[src/rtl/spi_rx_registers.sv]
// Write-only Mode 0 SPI slave holding the wavetable synthesizer configuration.
// SPI pins are synchronized into clk; the first byte of a frame is the address, later bytes burst-write.
`timescale 1ns/1ps

module spi_rx_registers (
    input  logic       clk,
    input  logic       rst_n,
    input  logic       spi_mosi,
    input  logic       spi_sck,
    input  logic       spi_cs,
    input  logic       status_gate_active,
    input  logic       status_osc_running,
    output logic [7:0] reg_control,
    output logic [7:0] reg_freq_low,
    output logic [7:0] reg_freq_mid,
    output logic [7:0] reg_freq_high,
    output logic [7:0] reg_volume,
    output logic [7:0] reg_wavetable_0,
    output logic [7:0] reg_wavetable_1,
    output logic [7:0] reg_wavetable_2,
    output logic [7:0] reg_wavetable_3,
    output logic [7:0] reg_wavetable_4,
    output logic [7:0] reg_wavetable_5,
    output logic [7:0] reg_wavetable_6,
    output logic [7:0] reg_wavetable_7,
    output logic [7:0] reg_status
);

    typedef enum logic [1:0] {
        ST_IDLE,
        ST_ADDR,
        ST_DATA
    } state_t;

    state_t     state;
    logic       sck_meta, sck_sync, sck_prev;
    logic       cs_meta, cs_sync;
    logic       mosi_meta, mosi_sync;
    logic [1:0] sync_fill;
    logic       frame_armed;
    logic [7:0] shift_reg;
    logic [2:0] bit_cnt;
    logic [7:0] addr;

    logic       sck_rise;
    logic       byte_done;
    logic [7:0] next_byte;
    logic       wr_en;

    always_ff @(posedge clk) begin
        if (!rst_n) begin
            sck_meta  <= 1'b0;
            sck_sync  <= 1'b0;
            sck_prev  <= 1'b0;
            cs_meta   <= 1'b1;
            cs_sync   <= 1'b1;
            mosi_meta <= 1'b0;
            mosi_sync <= 1'b0;
            sync_fill <= 2'b00;
        end else begin
            sck_meta  <= spi_sck;
            sck_sync  <= sck_meta;
            sck_prev  <= sck_sync;
            cs_meta   <= spi_cs;
            cs_sync   <= cs_meta;
            mosi_meta <= spi_mosi;
            mosi_sync <= mosi_meta;
            sync_fill <= {sync_fill[0], 1'b1};
        end
    end

    assign sck_rise  = sck_sync & ~sck_prev;
    assign next_byte = {shift_reg[6:0], mosi_sync};
    assign byte_done = sck_rise && (bit_cnt == 3'd7);
    assign wr_en     = (state == ST_DATA) && !cs_sync && byte_done;

    // frame_armed only sets once the synchronizer holds real CS samples, so a
    // reset taken while CS is low never picks up the tail of an aborted frame.
    always_ff @(posedge clk) begin
        if (!rst_n) begin
            state       <= ST_IDLE;
            shift_reg   <= 8'h00;
            bit_cnt     <= 3'd0;
            addr        <= 8'h00;
            frame_armed <= 1'b0;
        end else if (cs_sync) begin
            state     <= ST_IDLE;
            shift_reg <= 8'h00;
            bit_cnt   <= 3'd0;
            if (sync_fill[1]) begin
                frame_armed <= 1'b1;
            end
        end else begin
            case (state)
                ST_IDLE: begin
                    if (frame_armed) begin
                        state     <= ST_ADDR;
                        shift_reg <= 8'h00;
                        bit_cnt   <= 3'd0;
                    end
                end
                ST_ADDR: begin
                    if (sck_rise) begin
                        shift_reg <= next_byte;
                        bit_cnt   <= bit_cnt + 3'd1;
                        if (byte_done) begin
                            addr  <= next_byte;
                            state <= ST_DATA;
                        end
                    end
                end
                ST_DATA: begin
                    if (sck_rise) begin
                        shift_reg <= next_byte;
                        bit_cnt   <= bit_cnt + 3'd1;
                        if (byte_done) begin
                            addr <= addr + 8'd1;
                        end
                    end
                end
                default: begin
                    state <= ST_IDLE;
                end
            endcase
        end
    end

    // Unmapped addresses fall through the case and leave every register untouched.
    always_ff @(posedge clk) begin
        if (!rst_n) begin
            reg_control     <= 8'h00;
            reg_freq_low    <= 8'h00;
            reg_freq_mid    <= 8'h00;
            reg_freq_high   <= 8'h00;
            reg_volume      <= 8'h00;
            reg_wavetable_0 <= 8'h00;
            reg_wavetable_1 <= 8'h00;
            reg_wavetable_2 <= 8'h00;
            reg_wavetable_3 <= 8'h00;
            reg_wavetable_4 <= 8'h00;
            reg_wavetable_5 <= 8'h00;
            reg_wavetable_6 <= 8'h00;
            reg_wavetable_7 <= 8'h00;
        end else if (wr_en) begin
            case (addr)
                8'h00:   reg_control     <= next_byte;
                8'h02:   reg_freq_low    <= next_byte;
                8'h03:   reg_freq_mid    <= next_byte;
                8'h04:   reg_freq_high   <= next_byte;
                8'h05:   reg_volume      <= next_byte;
                8'h10:   reg_wavetable_0 <= next_byte;
                8'h11:   reg_wavetable_1 <= next_byte;
                8'h12:   reg_wavetable_2 <= next_byte;
                8'h13:   reg_wavetable_3 <= next_byte;
                8'h14:   reg_wavetable_4 <= next_byte;
                8'h15:   reg_wavetable_5 <= next_byte;
                8'h16:   reg_wavetable_6 <= next_byte;
                8'h17:   reg_wavetable_7 <= next_byte;
                default: ;
            endcase
        end
    end

    assign reg_status = {6'b000000, status_osc_running, status_gate_active};

endmodule

[config.mk]
export PLATFORM = sky130hd
export DESIGN_NAME = spi_rx_registers
export DESIGN_NICKNAME = d
export VERILOG_FILES = /design/src/rtl/spi_rx_registers.sv
export SDC_FILE = /design/constraint.sdc
export NUM_CORES = 1
export LEC_CHECK = 0
export CORE_UTILIZATION = 51
export CTS_CLUSTER_DIAMETER = 30
export CTS_CLUSTER_SIZE = 30
export DETAILED_ROUTE_END_ITERATION = 16
export PLACE_DENSITY_LB_ADDON = 0.08
export SYNTH_ARGS = -nofsm -noshare
export SYNTH_HDL_FRONTEND = slang
export SYNTH_SLANG_ARGS = --single-unit
[constraint.sdc]
create_clock -name clk -period 2.33 [get_ports clk]
set_input_delay 0.466 -clock clk [delete_from_list [all_inputs] [get_ports clk]]
set_output_delay 0.466 -clock clk [all_outputs]
set_load 0.005 [all_outputs]
# --- Yosys cells after proc, flatten, opt, wreduce, memory -nomap -nowiden ---
# Cells that the tools add are included.
# W data, S select, Z words.
totals:
  output_inout_bits: 112
  elab_cells: 98
  in_bits: 7
  reg_bits: 134
op_classes:
  n_mux: 16
  n_bitwise: 5
  n_eq_ne: 21
  reduce_logical: 27
  n_addsub: 2
ops:
  columns: ["cell", "count"]
  rows:
  - ["$eq A8 B5 Y1 const B", 8]
  - ["$mux W8", 4]
  - ["$reduce_and A2 Y1", 14]
  - ["$eq A8 B2 Y1 const B", 2]
  - ["$eq A8 B3 Y1 const B", 2]
  - ["$pmux W8 S2", 1]
  - ["$mux W7", 2]
  - ["$pmux W7 S2", 1]
  - ["$ne A2 B2 Y1 const B", 5]
  - ["$add A8 B1 Y8 const B", 1]
  - ["$logic_not A8 Y1", 1]
  - ["$mux W2", 3]
  - ["$mux W3", 2]
  - ["$pmux W2 S3", 1]
  - ["$pmux W3 S2", 1]
  - ["$reduce_and A6 Y1", 1]
  - ["$not A1 Y1", 4]
  - ["$reduce_and A4 Y1", 1]
  - ["$reduce_bool A2 Y1", 2]
  - ["$reduce_or A2 Y1", 2]
  - ["$add A3 B1 Y3 const B", 1]
  - ["$eq A3 B3 Y1 const B", 1]
  - ["$logic_and A1 B1 Y1", 3]
  - ["$reduce_and A3 Y1", 1]
  - ["other kinds (7)", 7]

# --- Longest topological paths before layout ---
depth:
  ltp_word: 6
  depth_mapped: 8
  ltp_nobuf: 6

# --- Worst setup path before layout ---
# OpenSTA, ideal clock, no wires.
synth_path:
  kind: "register to register"
  from: "register bit_cnt[0]"
  to: "register addr[7]"
  required_time_ns: 2.213
  synth_period_minus_slack_ns: 1.683
  setup_ns: 0.117
  t_arrival_ns: 1.566
  path_stages_with_launch: 9
  setup_slack_ns: 0.647
  path_buffers: 2
  cell_sequence: "dfxtp_1 -> ha_1 -> ha_1 -> and3b_1 -> buf_6 -> o21ai_2 -> buf_2 -> nor2_1 -> o2bb2ai_1"
synth_via:
  elab_chain_len: 4
  word_cells_on_any_way: 5
  classes_between: "3 x eq/ne; 2 x reduce/logical"
synth_rtl:
  columns: ["element", "line", "rtl"]
  rows:
  - ["start: declaration", "42", "logic [2:0] bit_cnt;"]
  - ["start signal: assignment", "105", "bit_cnt <= bit_cnt + 3'd1;"]
  - ["start signal: assignment", "115", "bit_cnt <= bit_cnt + 3'd1;"]
  - ["$eq A3 B3 Y1 (*)", "74", "assign byte_done = sck_rise && (bit_cnt == 3'd7);"]
  - ["$logic_and A1 B1 Y1 (*)", "74", null]
  - ["$ne A2 B2 Y1 (no source line)", null, null]
  - ["$reduce_and A6 Y1 (no source line) (*)", null, null]
  - ["end signal: assignment", "107", "addr <= next_byte;"]
  - ["end signal: assignment", "117", "addr <= addr + 8'd1;"]
  - ["end: declaration", "43", "logic [7:0] addr;"]
# Mark *: on every way between the ends. The rest lies on a longest branch, timed or not.
# A chain may end at the register's enable or synchronous reset.

# --- Final worst setup path ---
layout_path:
  from: "register bit_cnt[0]"
  to: "register reg_freq_mid[3]"
layout_via:
  elab_chain_len: 4
layout_rtl:
  columns: ["element", "line", "rtl"]
  rows:
  - ["$eq A3 B3 Y1", "74", null]
  - ["$logic_and A1 B1 Y1", "74", null]
  - ["$logic_and A1 B1 Y1", "75", "assign wr_en = (state == ST_DATA) && !cs_sync && byte_done;"]
  - ["$reduce_and A2 Y1 (no source line)", null, null]
  - ["end signal: assignment", "148", "8'h03: reg_freq_mid <= next_byte;"]
  - ["end: declaration", "15", "output logic [7:0] reg_freq_mid,"]
# Every way passes these cells.

==> results.toml <==
[sta]
finalHoldWorstSlack_ns = 0.418
skew_ns = 0.00742
setup_viol = 0
post-route-min-period_ns = 2.08
clock.fmax_mhz = 481
relSlewSlack = 0.560
period_share = 0.892
drv_slew = 0
tightest_slew_ns = 0.659
rsz0062_at_grt = "no"
hold_viol_final = 0
setup-tns-final_ns = 0

[drt]
via_per_inst = 5.19
vias = 4101
ant_nets = 0
drt_iter0_markers = 121
remaining_drc_errors = 0
firstDrtPassIters = 4
wl_mm = 12.8
wl_per_cell_um = 16.2

[power]
leakage_nw = 3.29
combinationalPowerShare = 0.017
seq_power_share = 0.460
vdd_ir_drop_max_mv = 0.481
p_sw_frac = 0.206
p_int_w = 0.00398
power_density_nw_per_um2 = 691
power_switching_w = 0.00103
power_frac_clock = 0.523

[finish]
fillers = 802
num_antenna_cells = 0
seqCellArea_um2 = 2680
fin_area_um2 = 7260
drive_above_1_share = 0.102
syn2layout_area_growth_pct = 30.6
fin_nets = 658
multiInputGateArea_um2 = 2560

[synth]
synth.most_common_cell = "dfxtp_1"
yosysTopAreaCellShare = 0.483
yosys-top-cells-count = "134 x dfxtp_1, 112 x nor2_1, 105 x mux2i_1"
synth_edf_count = 0
syn_area_um2 = 5560
synthTopCellsByArea = "dfxtp_1 48%, mux2i_1 19%, nor2_1 7.6%"
avgSynthCellArea_um2 = 10.4
ys_ff_latch = 134
ys_async_sr_fraction = 0
seq_area_frac_synth = 0.483
synth_cells = 535
yosys_most_used_dff = "dfxtp_1"
ys_warn_count = 0
synth_cell_types = 47
yosys.area.top_type = "dfxtp_1"

[floorplanning]
fp.dieH_um = 106
boundaryPins = 119
start_util = 0.531
dieArea_um2 = 11300
fp-row-count = 37
core_area_um2 = 10500
die_width_um = 106

[critical_path]
critPathRequiredTime_ns = 2.73
crit_type = "flip-flop to flip-flop"
cpPeakStageDelay_ns = 0.37
worst_path_dominant_cell_family = "simple AND/OR/NAND/NOR gates"
crit_buf_inv = 2
crit_arrival_ns = 2.48
cp_max_fo = 8
worst_setup_path_end_kind = "flip-flop"
cp-start-kind = "flip-flop"
path_cells = "ha_1 -> ha_1 -> and3b_1 -> buf_4 -> buf_4 -> nand4_4 -> mux2i_1 -> nor2_1"
slowest_stage = "dfxtp_1"

[clocking]
cts_resized = 0
clock_sinks = 134
clkTransAtPathRegs_ns = 0.06
cts_tree = "built"
hold_buffers = 0
insertion_delay_ns = 0.52
cts_root_buffer = "clkbuf_8"
ctsHtreeMaxLevel = 4
cts.path.max_buffers = 2
cts_setup_buffers = 0
cts_buffers = 17

[global_route]
grt_pass1_wl_mm = 21.1
antenna_found_initial = 0
grt_pass1_vias = 4108
overflow = 0
grt_max_degree = 44
track_usage = 0.244

[status]
status = "complete, no violations"

[min_path]
min_path_type = "flip-flop to flip-flop"

[place]
gp_congestion = 0.792
hpwl_mm = 8.49
io_buffers = 108
placed_cell_area_um2 = 6670

[flow_run]
cap_violations = 0
==> worst register-to-register path: cells and delay by family (launching register included) <==
family	cells	cell delay, ns
buf+inv	2	0.47
simple gates	3	0.57
flops	1	0.37
mux	1	0.24
fa+ha+maj	2	0.32
==> cell usage in the layout (no fill, tap or decap), types with 5 or more instances in the layout <==
cell type        count
a21oi_1             22
and2_1               6
and3b_1              7
buf_4               14
clkbuf_16           16
clkdlybuf4s50_1    108
conb_1               6
dfxtp_1            134
ha_1                10
inv_1                7
mux2i_1            105
nand2_1             19
nand2b_1             5
nand3_1             11
nand4_4             10
nor2_1             112
==> per-stage QoR <==
stage | cells | utilization | total power, W | worst slack, ns
after floorplan | 540 | - | 0.00243 | 0.647
after global placement | 758 | 0.637 | 0.00244 | 0.357
after detailed placement | 758 | 0.637 | 0.00244 | 0.286
after CTS | 790 | 0.694 | 0.00505 | 0.254
after global routing | 790 | 0.694 | 0.00518 | 0.0781
final | 790 | 0.694 | 0.00502 | 0.252
==> per-layer routing <==
metal	vias to the layer above	track usage	wire length [um]
li1	2038	-	-
met1	1932	0.300	5690
met2	115	0.406	6170
met3	16	0.0644	744
met4	0	0.0952	170
met5	-	0	0
==> power groups by stage <==
stage / clock network, W / registers (W) / logic [W]
floorplan: 0 / 0.00235 / 0.0000717
global placement: 0 / 0.00236 / 0.0000827
detailed placement: 0 / 0.00236 / 0.0000838
CTS: 0.00266 / 0.00231 / 0.0000850
global route: 0.00278 / 0.00231 / 0.0000940
finish: 0.00262 / 0.00231 / 0.0000846
==> final cells by class <==
| type | count | area share |
|---|---|---|
| Multi-Input combinational cell | 356 | 0.353 |
| Clock inverter | 12 | 0.0212 |
| Clock buffer | 20 | 0.0600 |
| Tap cell | 136 | 0.0234 |
| Inverter | 8 | 0.00431 |
| Sequential cell | 134 | 0.370 |
| Timing Repair Buffer | 124 | 0.169 |
==> cells by family (layout without fill, tap and decap cells) <==
logic type | after synthesis | in the layout | share of synthesized area
other | 1 | 6 | 0.000675
adder cells (fa/ha/maj) | 10 | 10 | 0.0225
flip-flops | 134 | 134 | 0.483
AO/OA/AOI/OAI | 39 | 39 | 0.0462
buffers and inverters | 50 | 164 | 0.0603
AND/OR/NAND/NOR | 196 | 196 | 0.199
multiplexers | 105 | 105 | 0.189
==> worst paths after layout <==
kind                   start               to  slack (ns)  depth (start not counted)
setup / recovery  bit_cnt[0]  reg_freq_mid[3]        0.25                          8
hold / removal       cs_meta          cs_sync        0.42                          1
setup reg to reg  bit_cnt[0]  reg_freq_mid[3]        0.25                          8
hold reg to reg      cs_meta          cs_sync        0.42                          1
No activity file was read; power rests on OpenSTA's default activity.
